$ cat src/rtl/regfile_wb_sched_if.sv
// Bundle of signals between the decode/writeback pipeline and the register-file
// write-port scheduler. master = pipeline side, slave = scheduler.
interface regfile_wb_sched_if;
  logic        pipe_wb_valid;
  logic [4:0]  pipe_wb_rd;
  logic [31:0] pipe_wb_data;
  logic        ll_issue_valid;
  logic [4:0]  ll_issue_rd;
  logic        ll_wb_valid;
  logic [4:0]  ll_wb_rd;
  logic [31:0] ll_wb_data;
  logic        ll_wb_ready;
  logic [4:0]  rs1;
  logic [4:0]  rs2;
  logic        RegWrite;
  logic [4:0]  rd;
  logic [31:0] rd_write_data;
  logic        src_stall;
  logic        issue_stall;
  logic        pipe_hold;
  logic [31:0] busy;

  modport master (
    output pipe_wb_valid, pipe_wb_rd, pipe_wb_data,
    output ll_issue_valid, ll_issue_rd,
    output ll_wb_valid, ll_wb_rd, ll_wb_data,
    output rs1, rs2,
    input  ll_wb_ready, RegWrite, rd, rd_write_data,
    input  src_stall, issue_stall, pipe_hold, busy
  );

  modport slave (
    input  pipe_wb_valid, pipe_wb_rd, pipe_wb_data,
    input  ll_issue_valid, ll_issue_rd,
    input  ll_wb_valid, ll_wb_rd, ll_wb_data,
    input  rs1, rs2,
    output ll_wb_ready, RegWrite, rd, rd_write_data,
    output src_stall, issue_stall, pipe_hold, busy
  );
endinterface

$ cat src/rtl/regfile_wb_sched.sv
// Arbitrates the single register-file write port between the fixed-priority
// pipeline writeback and buffered long-latency results; tracks busy registers.
module regfile_wb_sched #(
  parameter int FIFO_DEPTH   = 2,
  parameter int STARVE_LIMIT = 4
) (
  input logic              clk,
  input logic              rst,
  regfile_wb_sched_if.slave bus
);
  localparam int DATA_W = 32;
  localparam int PTR_W  = $clog2(FIFO_DEPTH);
  localparam int CNT_W  = $clog2(FIFO_DEPTH) + 1;
  localparam int STV_W  = $clog2(STARVE_LIMIT + 1);

  logic [4:0]        fifo_rd   [FIFO_DEPTH];
  logic [DATA_W-1:0] fifo_data [FIFO_DEPTH];
  logic [PTR_W-1:0]  rd_ptr, wr_ptr;
  logic [CNT_W-1:0]  count;
  logic [STV_W-1:0]  starve, starve_next;
  logic [31:0]       busy_q, busy_next;
  logic              pipe_hold_q;

  logic              pop, bypass, push, ll_ready, commit, reg_write;
  logic              sel_valid;
  logic [4:0]        sel_rd, commit_rd;
  logic [DATA_W-1:0] sel_data;
  logic              full;

  function automatic logic [STV_W-1:0] sat_inc(input logic [STV_W-1:0] v);
    if (v == STV_W'(STARVE_LIMIT)) return v;
    return v + STV_W'(1);
  endfunction

  function automatic logic raw_hazard(input logic [4:0] rs, input logic [31:0] bsy,
                                      input logic cm, input logic [4:0] cm_rd);
    return (rs != 5'd0) && bsy[rs] && !(cm && (cm_rd == rs));
  endfunction

  // Port select: pipeline first, then FIFO head, then direct bypass.
  always_comb begin
    pop       = 1'b0;
    bypass    = 1'b0;
    sel_valid = 1'b0;
    sel_rd    = '0;
    sel_data  = '0;
    if (bus.pipe_wb_valid) begin
      sel_valid = 1'b1;
      sel_rd    = bus.pipe_wb_rd;
      sel_data  = bus.pipe_wb_data;
    end else if (count != '0) begin
      pop       = 1'b1;
      sel_valid = 1'b1;
      sel_rd    = fifo_rd[rd_ptr];
      sel_data  = fifo_data[rd_ptr];
    end else if (bus.ll_wb_valid) begin
      bypass    = 1'b1;
      sel_valid = 1'b1;
      sel_rd    = bus.ll_wb_rd;
      sel_data  = bus.ll_wb_data;
    end
  end

  assign full      = (count == CNT_W'(FIFO_DEPTH));
  assign ll_ready  = !full || pop;
  assign push      = bus.ll_wb_valid && ll_ready && !bypass;
  assign commit    = pop || bypass;
  assign commit_rd = pop ? fifo_rd[rd_ptr] : bus.ll_wb_rd;
  assign reg_write = sel_valid && (sel_rd != 5'd0);

  // Set beats clear on the same register so a reissued destination stays pending.
  always_comb begin
    busy_next = busy_q;
    if (commit) busy_next[commit_rd] = 1'b0;
    if (bus.ll_issue_valid && (bus.ll_issue_rd != 5'd0)) busy_next[bus.ll_issue_rd] = 1'b1;
    busy_next[0] = 1'b0;
  end

  assign starve_next = (full && bus.pipe_wb_valid) ? sat_inc(starve) : '0;

  always_ff @(posedge clk) begin
    if (rst) begin
      rd_ptr      <= '0;
      wr_ptr      <= '0;
      count       <= '0;
      busy_q      <= '0;
      starve      <= '0;
      pipe_hold_q <= 1'b0;
    end else begin
      if (pop)  rd_ptr <= rd_ptr + PTR_W'(1);
      if (push) wr_ptr <= wr_ptr + PTR_W'(1);
      case ({push, pop})
        2'b10:   count <= count + CNT_W'(1);
        2'b01:   count <= count - CNT_W'(1);
        default: count <= count;
      endcase
      busy_q      <= busy_next;
      starve      <= starve_next;
      pipe_hold_q <= (starve_next == STV_W'(STARVE_LIMIT));
    end
  end

  // Entry storage carries no reset; validity is tracked by the pointers.
  always_ff @(posedge clk) begin
    if (push) begin
      fifo_rd[wr_ptr]   <= bus.ll_wb_rd;
      fifo_data[wr_ptr] <= bus.ll_wb_data;
    end
  end

  assign bus.ll_wb_ready   = ll_ready;
  assign bus.RegWrite      = reg_write;
  assign bus.rd            = reg_write ? sel_rd : 5'd0;
  assign bus.rd_write_data = reg_write ? sel_data : '0;
  assign bus.busy          = busy_q;
  assign bus.pipe_hold     = pipe_hold_q;
  assign bus.src_stall     = raw_hazard(bus.rs1, busy_q, commit, commit_rd) ||
                             raw_hazard(bus.rs2, busy_q, commit, commit_rd);
  assign bus.issue_stall   = bus.ll_issue_valid && (bus.ll_issue_rd != 5'd0) &&
                             busy_q[bus.ll_issue_rd];
endmodule

$ cat src/flat_wrapper.sv
// flat-port wrapper written by rule: the top's interface ports become plain ports
module regfile_wb_sched_flat 
#(
  parameter int FIFO_DEPTH   = 2,
  parameter int STARVE_LIMIT = 4
)
  (clk, rst, bus_pipe_wb_valid, bus_pipe_wb_rd, bus_pipe_wb_data, bus_ll_issue_valid, bus_ll_issue_rd, bus_ll_wb_valid, bus_ll_wb_rd, bus_ll_wb_data, bus_rs1, bus_rs2, bus_ll_wb_ready, bus_RegWrite, bus_rd, bus_rd_write_data, bus_src_stall, bus_issue_stall, bus_pipe_hold, bus_busy);
  regfile_wb_sched_if bus_i ();
  input logic clk;
  input logic rst;
  input wire logic [$bits(bus_i.pipe_wb_valid)-1:0] bus_pipe_wb_valid;
  input wire logic [$bits(bus_i.pipe_wb_rd)-1:0] bus_pipe_wb_rd;
  input wire logic [$bits(bus_i.pipe_wb_data)-1:0] bus_pipe_wb_data;
  input wire logic [$bits(bus_i.ll_issue_valid)-1:0] bus_ll_issue_valid;
  input wire logic [$bits(bus_i.ll_issue_rd)-1:0] bus_ll_issue_rd;
  input wire logic [$bits(bus_i.ll_wb_valid)-1:0] bus_ll_wb_valid;
  input wire logic [$bits(bus_i.ll_wb_rd)-1:0] bus_ll_wb_rd;
  input wire logic [$bits(bus_i.ll_wb_data)-1:0] bus_ll_wb_data;
  input wire logic [$bits(bus_i.rs1)-1:0] bus_rs1;
  input wire logic [$bits(bus_i.rs2)-1:0] bus_rs2;
  output wire logic [$bits(bus_i.ll_wb_ready)-1:0] bus_ll_wb_ready;
  output wire logic [$bits(bus_i.RegWrite)-1:0] bus_RegWrite;
  output wire logic [$bits(bus_i.rd)-1:0] bus_rd;
  output wire logic [$bits(bus_i.rd_write_data)-1:0] bus_rd_write_data;
  output wire logic [$bits(bus_i.src_stall)-1:0] bus_src_stall;
  output wire logic [$bits(bus_i.issue_stall)-1:0] bus_issue_stall;
  output wire logic [$bits(bus_i.pipe_hold)-1:0] bus_pipe_hold;
  output wire logic [$bits(bus_i.busy)-1:0] bus_busy;
  assign bus_i.pipe_wb_valid = bus_pipe_wb_valid;
  assign bus_i.pipe_wb_rd = bus_pipe_wb_rd;
  assign bus_i.pipe_wb_data = bus_pipe_wb_data;
  assign bus_i.ll_issue_valid = bus_ll_issue_valid;
  assign bus_i.ll_issue_rd = bus_ll_issue_rd;
  assign bus_i.ll_wb_valid = bus_ll_wb_valid;
  assign bus_i.ll_wb_rd = bus_ll_wb_rd;
  assign bus_i.ll_wb_data = bus_ll_wb_data;
  assign bus_i.rs1 = bus_rs1;
  assign bus_i.rs2 = bus_rs2;
  assign bus_ll_wb_ready = bus_i.ll_wb_ready;
  assign bus_RegWrite = bus_i.RegWrite;
  assign bus_rd = bus_i.rd;
  assign bus_rd_write_data = bus_i.rd_write_data;
  assign bus_src_stall = bus_i.src_stall;
  assign bus_issue_stall = bus_i.issue_stall;
  assign bus_pipe_hold = bus_i.pipe_hold;
  assign bus_busy = bus_i.busy;
  regfile_wb_sched #(.FIFO_DEPTH(FIFO_DEPTH), .STARVE_LIMIT(STARVE_LIMIT)) u_core (.clk(clk), .rst(rst), .bus(bus_i));
endmodule
$ cat config.mk
export PLATFORM = sky130hd
export DESIGN_NAME = regfile_wb_sched_flat
export DESIGN_NICKNAME = d
export VERILOG_FILES = /design/src/rtl/regfile_wb_sched_if.sv /design/src/rtl/regfile_wb_sched.sv /design/src/flat_wrapper.sv
export SDC_FILE = /design/constraint.sdc
export NUM_CORES = 1
export LEC_CHECK = 0
export ABC_AREA = 1
export CAP_MARGIN = 40
export CORE_ASPECT_RATIO = 1.25
export CORE_MARGIN = 1
export CORE_UTILIZATION = 45
export CTS_CLUSTER_DIAMETER = 40
export CTS_CLUSTER_SIZE = 16
export DETAILED_ROUTE_END_ITERATION = 8
export HOLD_SLACK_MARGIN = 0.1
export PLACE_DENSITY_LB_ADDON = 0.1
export SETUP_SLACK_MARGIN = 0.2
export SLEW_MARGIN = 20
export SYNTH_ARGS = -nofsm -noshare
export SYNTH_HDL_FRONTEND = slang
export SYNTH_SLANG_ARGS = --single-unit
$ cat constraint.sdc
create_clock -name clk -period 3.3 [get_ports clk]
set_input_delay 0.99 -clock clk [delete_from_list [all_inputs] [get_ports clk]]
set_output_delay 0.99 -clock clk [all_outputs]
set_load 0.01 [all_outputs]
==> run summary <==
The die covers 14600 um^2. The library cell used most frequently in the layout, excluding fill and tap cells, is sky130_fd_sc_hd__nand2_1. The detailed-routed wire length on met3 came out at 1620 um. The worst hold path belongs to the class reg -> reg. In the final routed layout, each cell accounts on average for 17.1 um.

The cell area that synthesis handed to floorplanning was 6340 um^2. STA puts the critical path data arrival time at 2580 ps. The cell depth of the worst flop-to-flop path was 11; the first-pass detailed-route iteration total was 6. The TritonCTS buffer count was 17; the total power was 6.04 mW. TritonCTS built the clock tree.

The remaining number of nets flagged by the antenna check after routing came out at 0. The worst hold path begins at u_core.rd_ptr$_SDFFE_PP0N_. The worst setup path is launched from an input port.

The count of buffers added on input and output ports is 166. In this run the worst setup path begins at bus_pipe_wb_valid. Counting I/O delays and the setup requirement, the final critical path takes 3570 ps. Entering global routing, the biggest net connects 33 pins. The kind of cell with the highest combined delay along the critical path is buffers and inverters. The logs give 15000 um for the half-perimeter wire length of the detailed placement result and -6880 ps for the accumulated negative setup slack. Synthesis produced a netlist with a net count of 938. The floorplan step set the die height to 135 um.

The run finished, with violations left. Leaving out fill and tap cells, the most frequent cells in the layout are sky130_fd_sc_hd__nand2_1, sky130_fd_sc_hd__buf_4, sky130_fd_sc_hd__clkdlybuf4s50_1. The end point of the most critical hold path is u_core.rd_ptr$_SDFFE_PP0N_. Along the worst path, the maximum fanout reaches 8. The tools report the post-detailed-route DRC marker count as 0. The required time of the critical path was 2310 ps. The repair_antennas step left the layout with diodes totalling 0.

Detailed routing placed a total of 11600 um of wire on met2. Once the floorplan was initialized, standard cells occupied 46.1% of the core. The class of the most critical setup path was in -> out. The worst register-to-register path ends at u_core.bus.busy[29]$_SDFF_PP0_. The tools report the final layout net count as 1252.

The run gives 2 as the maximum buffer depth of the clock tree. The run gives 0 as the initial antenna violation count. The tree built by TritonCTS fans out to 114 sinks. The average instance area after synthesis was 7.53 um^2; the mean number of vias per cell was 5.42. The number of unique standard cell types used by synthesis came out at 33.

Of all cell types, the one taking the most synthesized area is sky130_fd_sc_hd__edfxtp_1. For this run, the total global-route usage over all layers was measured as 31.4%. The highest-delay cell along the critical path was sky130_fd_sc_hd__or2_1. Counting both buffers and inverters, the worst setup path holds a total of 8.

The run gives 4 as the H-tree depth. The detailed router placed 7279 vias in this run. For the number of I/O pins, the log shows 168. The instance count along the most critical hold path was 1; the areal power density over the cells was 574 nW/um^2.

The first global-routing pass estimated 34900 um of wire. The tools report the final worst slack as -272 ps. The run gives 0 as the number of failing hold endpoints at the final stage. STA classifies the critical path endpoint as an output pin.

The max-cap violation count was 0; the later-pin clock latency in the skew report was 420 ps. Dividing the final minimum period by the clock period gives 108%. Across the routed clock network, the largest skew measured is 16.3 ps. For the footprint of the flip-flops and latches, the log shows 3020 um^2. The cell sitting at the root of the clock tree is a sky130_fd_sc_hd__clkbuf_16. After floorplanning, the core was sized to cover 13800 um^2. The filler cells instantiated in the layout total 972. The tools report the area of the multi-input gates as 3200 um^2.

For this run, the number of Yosys warnings is 0. The flip-flop and latch count after synthesis is 114, and the residual overflow from global routing is 0. The final number of max-transition violations came out at 0. The largest single stage delay on the critical path is 280 ps. The first routing iteration left 478 violations.

The leakage power figure was 4.59 nW; the fmax was 0.280 GHz. The uppermost signal routing layer after detailed routing was met4. The routed design has 22900 um of wire. Setup violations remaining at the end of the flow were counted as 34. The fraction of final layout cells sized beyond drive strength 1 came out at 28.8%. The worst-case IR drop observed on VDD is 399 uV.

Setup repair after global routing could not meet its margin everywhere. Count of hold-fix buffers inserted at cts: 0. The reg-to-reg setup timing slack is 1070 ps, and the area share of the largest cell type after synthesis is 35.1%.

Sorting the synthesized cells by area gives the leading types as sky130_fd_sc_hd__edfxtp_1, sky130_fd_sc_hd__nand2_1, sky130_fd_sc_hd__dfxtp_1. For the pin with the worst max-slew slack, the measured transition is 770 ps. Via count of the first global-routing pass: 6932. The synthesis-to-finish area growth was 66.1%.

Synthesis handed over a netlist of 841 instances. Cell repeated most along the worst path: sky130_fd_sc_hd__buf_6. The post-synthesis sequential area ratio was 47.7%. The number of core rows was 48; the final design utilization was 76.5%. The final reports fail on negative setup slack. The signal on the critical path passes through buf_8 > buf_6 > buf_6 > nand2_4 > o211ai_1 > or2_1 > nor2_4 > buf_6 > buf_6 > buf_6 > buf_16 > nor2_2 > buf_2.

In this run the horizontal extent of the chip is 108 um. The worst register-to-register path begins at u_core.count[0]$_SDFFE_PP0P_. The headroom to the max-slew limit was 48.5%. After clock tree synthesis, the clock-pin slew on the worst setup and hold paths is 50 ps. For the post-route met1 wirelength, the log shows 8520 um. For the global placement routability congestion, the log shows 0.958.
==> metal layers <==
metal,vias to the layer above,GRT usage [%]
li1,3456,-
met1,3360,35.6
met2,371,54.5
met3,92,4.97
met4,0,19.6
met5,-,0
==> how the worst max path moves through the flow <==
stage / to / depth (start not counted)
6_report: bus_rd_write_data[0] / 13
5_1_grt: bus_rd_write_data[17] / 16
4_1_cts: bus_rd_write_data[1] / 16
3_5_place_dp: bus_rd_write_data[26] / 13
3_3_place_gp: bus_rd_write_data[22] / 13
2_1_floorplan: u_core.fifo_data[0][0]$_DFFE_PP_ / 5
==> cell families after synthesis <==
family	Yosys count	synth area share [%]
and+or+nand+nor	472	31.1
adders and majority gates	3	0.592
other	1	0.0592
DFF	114	47.7
xor gates and xnor gates	2	0.277
AOI/OAI and AO/OA	131	12.7
buffers and inverters	118	7.64
==> what timing repair did <==
action	CTS	global route
setup buffers	29	4
gates resized for setup	285	104
setup endpoints to repair	41	39
gates cloned	7	0
pin swaps	26	25
==> registers in the layout, indices dropped and copies added (netlist names), named ones only <==
name	cells
u_core.bus.busy	31
u_core.rd_ptr	1
u_core.fifo_data	64
u_core.fifo_rd	10
u_core.starve	3
u_core.wr_ptr	1
u_core.count	2
u_core.bus.pipe_hold	1
==> report_power, final <==
group          switching, mW  internal (mW)
Sequential            0.0619           1.67
Clock                  0.699           1.20
Combinational           1.26           1.15
==> Yosys cell counts, drive strengths merged <==
cell type and number:
o21ai 46, conb 1, o211ai 3, clkinv 2, inv 80, nor4 1
a22oi 5, nand4 1, xor2 1, nor3 42, a221oi 32, dfxtp 40
nand2 240, a21oi 44, nor2 129, xnor2 1, ha 3, clkbuf 22
or2 1, edfxtp 74, nand3 58, buf 14, o21bai 1
==> layout make-up <==
cell class | instances | area share, %
Inverter | 82 | 3.06
Clock inverter | 14 | 1.71
Timing Repair Buffer | 331 | 30.0
Multi-Input combinational cell | 609 | 30.4
Clock buffer | 18 | 4.08
Sequential cell | 114 | 28.7
Tap cell | 175 | 2.08
==> metrics by stage <==
step	cells	area [um^2]	worst slack, ps	hold slack, ps
5_1_grt	1343	10500	-358	489
3_3_place_gp	1269	9030	-753	436
6_report	1343	10500	-272	480
2_1_floorplan	841	6340	-152	426
3_5_place_dp	1271	9080	-833	466
4_1_cts	1339	10200	-186	482
Note: power is estimated with default switching activity, not from simulation.
